## src/rtl/vga_pkg.sv

```systemverilog
// Shared VGA definitions: default 640x480@60 timing, colour width helper, RGB332 payload.
package vga_pkg;

   localparam int unsigned VGA_H_ACTIVE = 640;
   localparam int unsigned VGA_H_FP     = 16;
   localparam int unsigned VGA_H_SYNC   = 96;
   localparam int unsigned VGA_H_BP     = 48;
   localparam int unsigned VGA_V_ACTIVE = 480;
   localparam int unsigned VGA_V_FP     = 11;
   localparam int unsigned VGA_V_SYNC   = 2;
   localparam int unsigned VGA_V_BP     = 28;

   typedef struct packed {
      logic [2:0] r;
      logic [2:0] g;
      logic [1:0] b;
   } rgb332_t;

   function automatic int unsigned col_w(input int unsigned rw, input int unsigned gw,
                                         input int unsigned bw);
      return rw + gw + bw;
   endfunction

endpackage

```

## src/rtl/vga_axis_counter.sv

```systemverilog
// One raster axis: wrapping position counter laid out as sync, back porch, active, front porch.
module vga_axis_counter
   import vga_pkg::*;
#(
   parameter int unsigned SYNC   = 96,
   parameter int unsigned BP     = 48,
   parameter int unsigned ACTIVE = 640,
   parameter int unsigned FP     = 16,
   parameter int unsigned CNT_W  = 10
) (
   input  logic             clk,
   input  logic             rst,
   input  logic             en,
   input  logic             adv,
   output logic [CNT_W-1:0] cnt,
   output logic             wrap_c,
   output logic             in_sync_c,
   output logic             in_active_c,
   output logic [CNT_W-1:0] offset_c
);

   localparam int unsigned TOTAL  = SYNC + BP + ACTIVE + FP;
   localparam int unsigned ACT_LO = SYNC + BP;
   localparam int unsigned ACT_HI = ACT_LO + ACTIVE;

   // One extra bit so the active window's upper bound cannot overflow the counter width.
   localparam logic [CNT_W:0]   SYNC_L = (CNT_W+1)'(SYNC);
   localparam logic [CNT_W:0]   LO_L   = (CNT_W+1)'(ACT_LO);
   localparam logic [CNT_W:0]   HI_L   = (CNT_W+1)'(ACT_HI);
   localparam logic [CNT_W-1:0] LAST   = CNT_W'(TOTAL - 1);
   localparam logic [CNT_W-1:0] OFF    = CNT_W'(ACT_LO);

   assign wrap_c      = adv && (cnt == LAST);
   assign in_sync_c   = {1'b0, cnt} < SYNC_L;
   assign in_active_c = ({1'b0, cnt} >= LO_L) && ({1'b0, cnt} < HI_L);
   assign offset_c    = cnt - OFF;

   always_ff @(posedge clk or posedge rst) begin
      if (rst) begin
         cnt <= '0;
      end else if (!en) begin
         cnt <= '0;
      end else if (adv) begin
         cnt <= wrap_c ? '0 : cnt + CNT_W'(1);
      end
   end

endmodule

```

## src/rtl/vga_timing_gen.sv

```systemverilog
// Parametrised VGA raster generator: issues (x,y) one pixel tick ahead, registers colour to the pins.
module vga_timing_gen
   import vga_pkg::*;
#(
   parameter int unsigned H_ACTIVE = VGA_H_ACTIVE,
   parameter int unsigned H_FP     = VGA_H_FP,
   parameter int unsigned H_SYNC   = VGA_H_SYNC,
   parameter int unsigned H_BP     = VGA_H_BP,
   parameter int unsigned V_ACTIVE = VGA_V_ACTIVE,
   parameter int unsigned V_FP     = VGA_V_FP,
   parameter int unsigned V_SYNC   = VGA_V_SYNC,
   parameter int unsigned V_BP     = VGA_V_BP,
   parameter bit          HS_POL   = 1'b0,
   parameter bit          VS_POL   = 1'b0,
   parameter int unsigned CLK_DIV  = 1,
   parameter int unsigned CNT_W    = 10,
   parameter int unsigned R_W      = 3,
   parameter int unsigned G_W      = 3,
   parameter int unsigned B_W      = 2,
   localparam int unsigned COL_W   = col_w(R_W, G_W, B_W)
) (
   input  logic             clk,
   input  logic             rst,
   input  logic             en,
   input  logic [COL_W-1:0] color,
   output logic [CNT_W-1:0] x,
   output logic [CNT_W-1:0] y,
   output logic             req,
   output logic [R_W-1:0]   r,
   output logic [G_W-1:0]   g,
   output logic [B_W-1:0]   b,
   output logic             hs,
   output logic             vs,
   output logic             disp,
   output logic             pix_tick,
   output logic             frame_start,
   output logic             line_start
);

   localparam int unsigned H_TOTAL = H_SYNC + H_BP + H_ACTIVE + H_FP;
   localparam int unsigned V_TOTAL = V_SYNC + V_BP + V_ACTIVE + V_FP;
   localparam int unsigned DIV_W   = (CLK_DIV > 1) ? $clog2(CLK_DIV) : 1;
   localparam logic [DIV_W-1:0] DIV_LAST = DIV_W'(CLK_DIV - 1);

   if ((((H_TOTAL - 1) >> CNT_W) != 0) || (((V_TOTAL - 1) >> CNT_W) != 0)) begin : g_bad_cnt_w
      $error("vga_timing_gen: CNT_W too narrow for H_TOTAL/V_TOTAL");
   end
   if (CLK_DIV < 1) begin : g_bad_clk_div
      $error("vga_timing_gen: CLK_DIV must be >= 1");
   end

   logic [DIV_W-1:0] div;
   logic             tick;
   logic [CNT_W-1:0] h_cnt, v_cnt, h_off, v_off;
   logic             h_wrap, v_wrap, h_sync, v_sync, h_act, v_act;
   logic             hs1, vs1, act1;
   logic             unused_cnt;

   // Gated by rst so the strobe reads low while reset is held, even with en high.
   assign tick        = en && !rst && (div == DIV_LAST);
   assign pix_tick    = tick;
   assign line_start  = h_wrap;
   assign frame_start = h_wrap && v_wrap;
   assign req         = act1;
   assign unused_cnt  = ^{h_cnt, v_cnt};

   always_ff @(posedge clk or posedge rst) begin
      if (rst) begin
         div <= '0;
      end else if (!en || (div == DIV_LAST)) begin
         div <= '0;
      end else begin
         div <= div + DIV_W'(1);
      end
   end

   vga_axis_counter #(
      .SYNC(H_SYNC), .BP(H_BP), .ACTIVE(H_ACTIVE), .FP(H_FP), .CNT_W(CNT_W)
   ) u_h (
      .clk(clk), .rst(rst), .en(en), .adv(tick),
      .cnt(h_cnt), .wrap_c(h_wrap), .in_sync_c(h_sync), .in_active_c(h_act), .offset_c(h_off)
   );

   vga_axis_counter #(
      .SYNC(V_SYNC), .BP(V_BP), .ACTIVE(V_ACTIVE), .FP(V_FP), .CNT_W(CNT_W)
   ) u_v (
      .clk(clk), .rst(rst), .en(en), .adv(h_wrap),
      .cnt(v_cnt), .wrap_c(v_wrap), .in_sync_c(v_sync), .in_active_c(v_act), .offset_c(v_off)
   );

   // Stage 1: request coordinates and remember sync/active for the pin stage.
   always_ff @(posedge clk or posedge rst) begin
      if (rst) begin
         hs1 <= 1'b0; vs1 <= 1'b0; act1 <= 1'b0; x <= '0; y <= '0;
      end else if (!en) begin
         hs1 <= 1'b0; vs1 <= 1'b0; act1 <= 1'b0; x <= '0; y <= '0;
      end else if (tick) begin
         hs1  <= h_sync;
         vs1  <= v_sync;
         act1 <= h_act && v_act;
         x    <= h_off;
         y    <= v_off;
      end
   end

   // Stage 2: pins, with colour blanked outside the active window.
   always_ff @(posedge clk or posedge rst) begin
      if (rst) begin
         disp <= 1'b0; {r, g, b} <= '0; hs <= ~HS_POL; vs <= ~VS_POL;
      end else if (!en) begin
         disp <= 1'b0; {r, g, b} <= '0; hs <= ~HS_POL; vs <= ~VS_POL;
      end else if (tick) begin
         disp      <= act1;
         {r, g, b} <= act1 ? color : COL_W'(0);
         hs        <= hs1 ? HS_POL : ~HS_POL;
         vs        <= vs1 ? VS_POL : ~VS_POL;
      end
   end

endmodule

```

## config.mk

```make
export PLATFORM = sky130hd
export DESIGN_NAME = vga_timing_gen
export DESIGN_NICKNAME = d
export VERILOG_FILES = /design/src/rtl/vga_pkg.sv /design/src/rtl/vga_axis_counter.sv /design/src/rtl/vga_timing_gen.sv
export SDC_FILE = /design/constraint.sdc
export NUM_CORES = 1
export LEC_CHECK = 0
export CAP_MARGIN = 15
export CORE_MARGIN = 3
export CORE_UTILIZATION = 52
export DETAILED_ROUTE_END_ITERATION = 6
export PLACE_DENSITY = 0.75
export SYNTH_ARGS = -nofsm -noshare
export SYNTH_HDL_FRONTEND = slang
export SYNTH_SLANG_ARGS = --single-unit
export TNS_END_PERCENT = 10
```

## constraint.sdc

```tcl
create_clock -name clk -period 2.9 [get_ports clk]
set_clock_uncertainty 0.05 [all_clocks]
set_input_delay 0.58 -clock clk [delete_from_list [all_inputs] [get_ports clk]]
set_output_delay 0.58 -clock clk [all_outputs]
set_load 0.05 [all_outputs]
```

==> out/summary.txt <==
share of cells above drive strength 1 = 9.41%
maximum clock path buffer count = 2
min-delay worst type = reg -> reg
H-tree level count = 2
GRT Total Usage = 21.6%
# rows = 26
Max Clk Rate = 355 MHz
minimum clock period = 2.81 ns
FF+latch area = 1380 um^2
Max-slew headroom = 63.6%
Yosys cell types = 45
unrepaired setup endpoints after global routing = false
CTS tree = done
hold path cells = 1
hpwl dp = 4390 um
crit-path cells = or4_4, or4_4, nor2_4, buf_12
latest clock arrival within the worst-skew pair = 0.31 ns
IO Port Bufs = 45
Final Hold Vio Count = 0
hold endpoint = hs
Worst-path clk slew = 0.09 ns
fraction of registers with async set/reset = 100%
worst vdd ir = 0.248 mV
area post-placement = 3340 um^2
initial drt markers = 102
XOR/XNOR share of the synthesized area = 5.55%
P&R area growth vs syn = 21.8%
worst path required time = 2.27 ns
syn_nets = 320
clk root buf = clkbuf_8
total power = 1.42 mW
Slowest-stage cell, CP = or4_4
Critical Path Source Type = flop
Vias = 2,353
Post-synth top flop = dfrtp_1
pwr dens = 409 nW/um^2
final period utilization = 97.0%
leading area contributor after synthesis = dfrtp_1
Synth top area share = 46.7%
Adder-Cell Fraction of Synth Area = 3.52%
WP data arrival = 2.18 ns
Crit path max-delay family = simple AND/OR/NAND/NOR gates
Mapped Cells = 301
# IOs = 46
Crit Path Category = reg -> out
worst reg2reg path startpoint = u_h.cnt[5]
DR vias/cell = 5.74
FF+latch count, synth = 55
CP Buf/Inv Count = 1
min-delay src = hs1
Max Cap Viol = 0
Setup TNS Final = 0 ns
worst slew pin tran = 0.546 ns
largest net degree at the start of global routing = 39
WL per Instance = 15.9 um
top cells by area, synth = dfrtp_1 47%, nand2_1 5.2%, a21oi_1 4.9%
post-route cell area = 3460 um^2
P_leak = 1.46 nW
worst-path fanout max = 9
Syn Std Cell Area = 2840 um^2
Die Ht = 79.9 um
Crit path depth = 4
Die W = 79.9 um
simple-gate share of the synthesized area = 21.6%
largest family of logic cells by synthesized area = simple AND/OR/NAND/NOR gates
post-synthesis mux area share = 0%
final net count = 358
Final setup viols = 0
overflow left after global routing = 0
clock tree sinks = 55
Reg2Reg Depth = 7
Final Max Slew Viols = 0
fill cell count = 447
initial antenna violation count = 0
Initial Utilization = 54.6%
routability cong. = 0.918
Avg Inst Size Synth = 9.44 um^2
R2R setup slack = 0.64 ns
Most Frequent Cell on Critical Path = or4_4
Antenna diodes = 0
final antenna-violating net count = 0
Post-route DRC = 0
WHS = 0.436 ns
synth warn = 0
status = complete, no violations
RR Endpoint = u_v.cnt[1]
first drt pass iteration count = 4
Multi-input gate area = 1310 um^2
vias in the first global route = 2,224
CP max stage delay = 0.61 ns
EDFF count, synth = 0
Core Box Area = 5200 um^2
global-route wire length before repair = 10,900 um
Compound-Gate Fraction of Synth Area = 14.8%
sequential share of the synthesized area = 48.5%
final wirelength = 6530 um
CTS buffer count = 5
CP Capture Type = output pin
Die ar. = 6380 um^2
through the flow:
| step | setup WS (ns) | util (%) | instances |
|---|---|---|---|
| after floorplan | 0.0279 | - | 301 |
| after global placement | 0.225 | 64.2 | 400 |
| after detailed placement | 0.189 | 64.2 | 400 |
| after CTS | 0.0280 | 66.1 | 408 |
| after global routing | 0.0104 | 66.5 | 410 |
| final | 0.0856 | 66.5 | 410 |
cells in the final DEF (no fill, tap or decap), drive strengths merged, types with 4 or more instances in the layout:
cell	n
a211oi	8
a21oi	29
a22o	9
and2	4
buf	11
clkbuf	7
clkdlybuf4s50	42
dfrtp	53
ha	8
inv	11
nand2	39
nand3	9
nand4	10
nor2	25
nor3	5
nor4	4
o21ai	12
or3	5
or4	8
xnor2	11
xor2	7
cells by family after synthesis:
family                   after synthesis
AND/OR/NAND/NOR                      119
AO/OA/AOI/OAI                         67
flip-flops                            55
buffers and inverters                 33
XOR/XNOR                              18
adder cells (fa/ha/maj)                8
other                                  1
synthesized netlist by cell type, types with 2 or more instances:
cell type  number
dfstp_2         2
or3_1           5
nand4_1        10
or4_1           6
nor2_1         25
o211ai_1        2
a21oi_1        28
xor2_1          7
nor4_1          3
inv_1          11
o31ai_1         2
nor3_1          5
buf_1           2
o21ai_0        11
nand2_1        39
a211oi_1        8
and2_1          4
xnor2_1        11
nand3_1         9
clkbuf_1       13
or4_4           2
nor2b_1         2
buf_2           5
a22o_1          9
dfrtp_1        53
ha_1            8
worst max-delay path by stage:
stage	startpoint	to	slack, ns
finish	u_v.cnt[5]	frame_start	0.09
global route	u_v.cnt[5]	frame_start	0.01
CTS	u_v.cnt[5]	frame_start	0.03
detailed placement	rst	frame_start	0.19
global placement	rst	frame_start	0.23
floorplan	en	frame_start	0.03
power by group:
group | switching [mW] | internal [mW]
logic | 0.118 | 0.0597
registers | 0.0147 | 0.786
clock network | 0.244 | 0.193
state kept, by name, summed over array words and instances, names as in the netlist:
| signal | count |
|---|---|
| u_h.cnt | 10 |
| u_v.cnt | 10 |
| x | 10 |
| y | 10 |
| g | 3 |
| r | 3 |
| b | 2 |
| disp | 1 |
| div | 1 |
| hs | 1 |
| hs1 | 1 |
| req | 1 |
| vs | 1 |
| vs1 | 1 |
layout make-up:
type                            instances  share of cell area (%)
Tap cell                               70                    2.53
Timing Repair Buffer                   53                    16.0
Multi-Input combinational cell        213                    37.7
Sequential cell                        55                    39.9
Inverter                               11                    1.19
Clock buffer                            7                    2.50
Clock inverter                          1                   0.145
routing by layer:
layer / part of all wire [%] / GRT usage, % / wire, um
met5: 0 / 0 / 0
met4: 1.9 / 7.43 / 126
met3: 4.9 / 3.84 / 323
met2: 45 / 31.8 / 2930
met1: 48 / 32.0 / 3150
repair_timing:
item,in CTS,in global routing
endpoints found under the setup margin,1,1
resized for setup,2,2
hold buffers,0,0
buffers inserted,0,2
(Power assumes the default switching activity.)
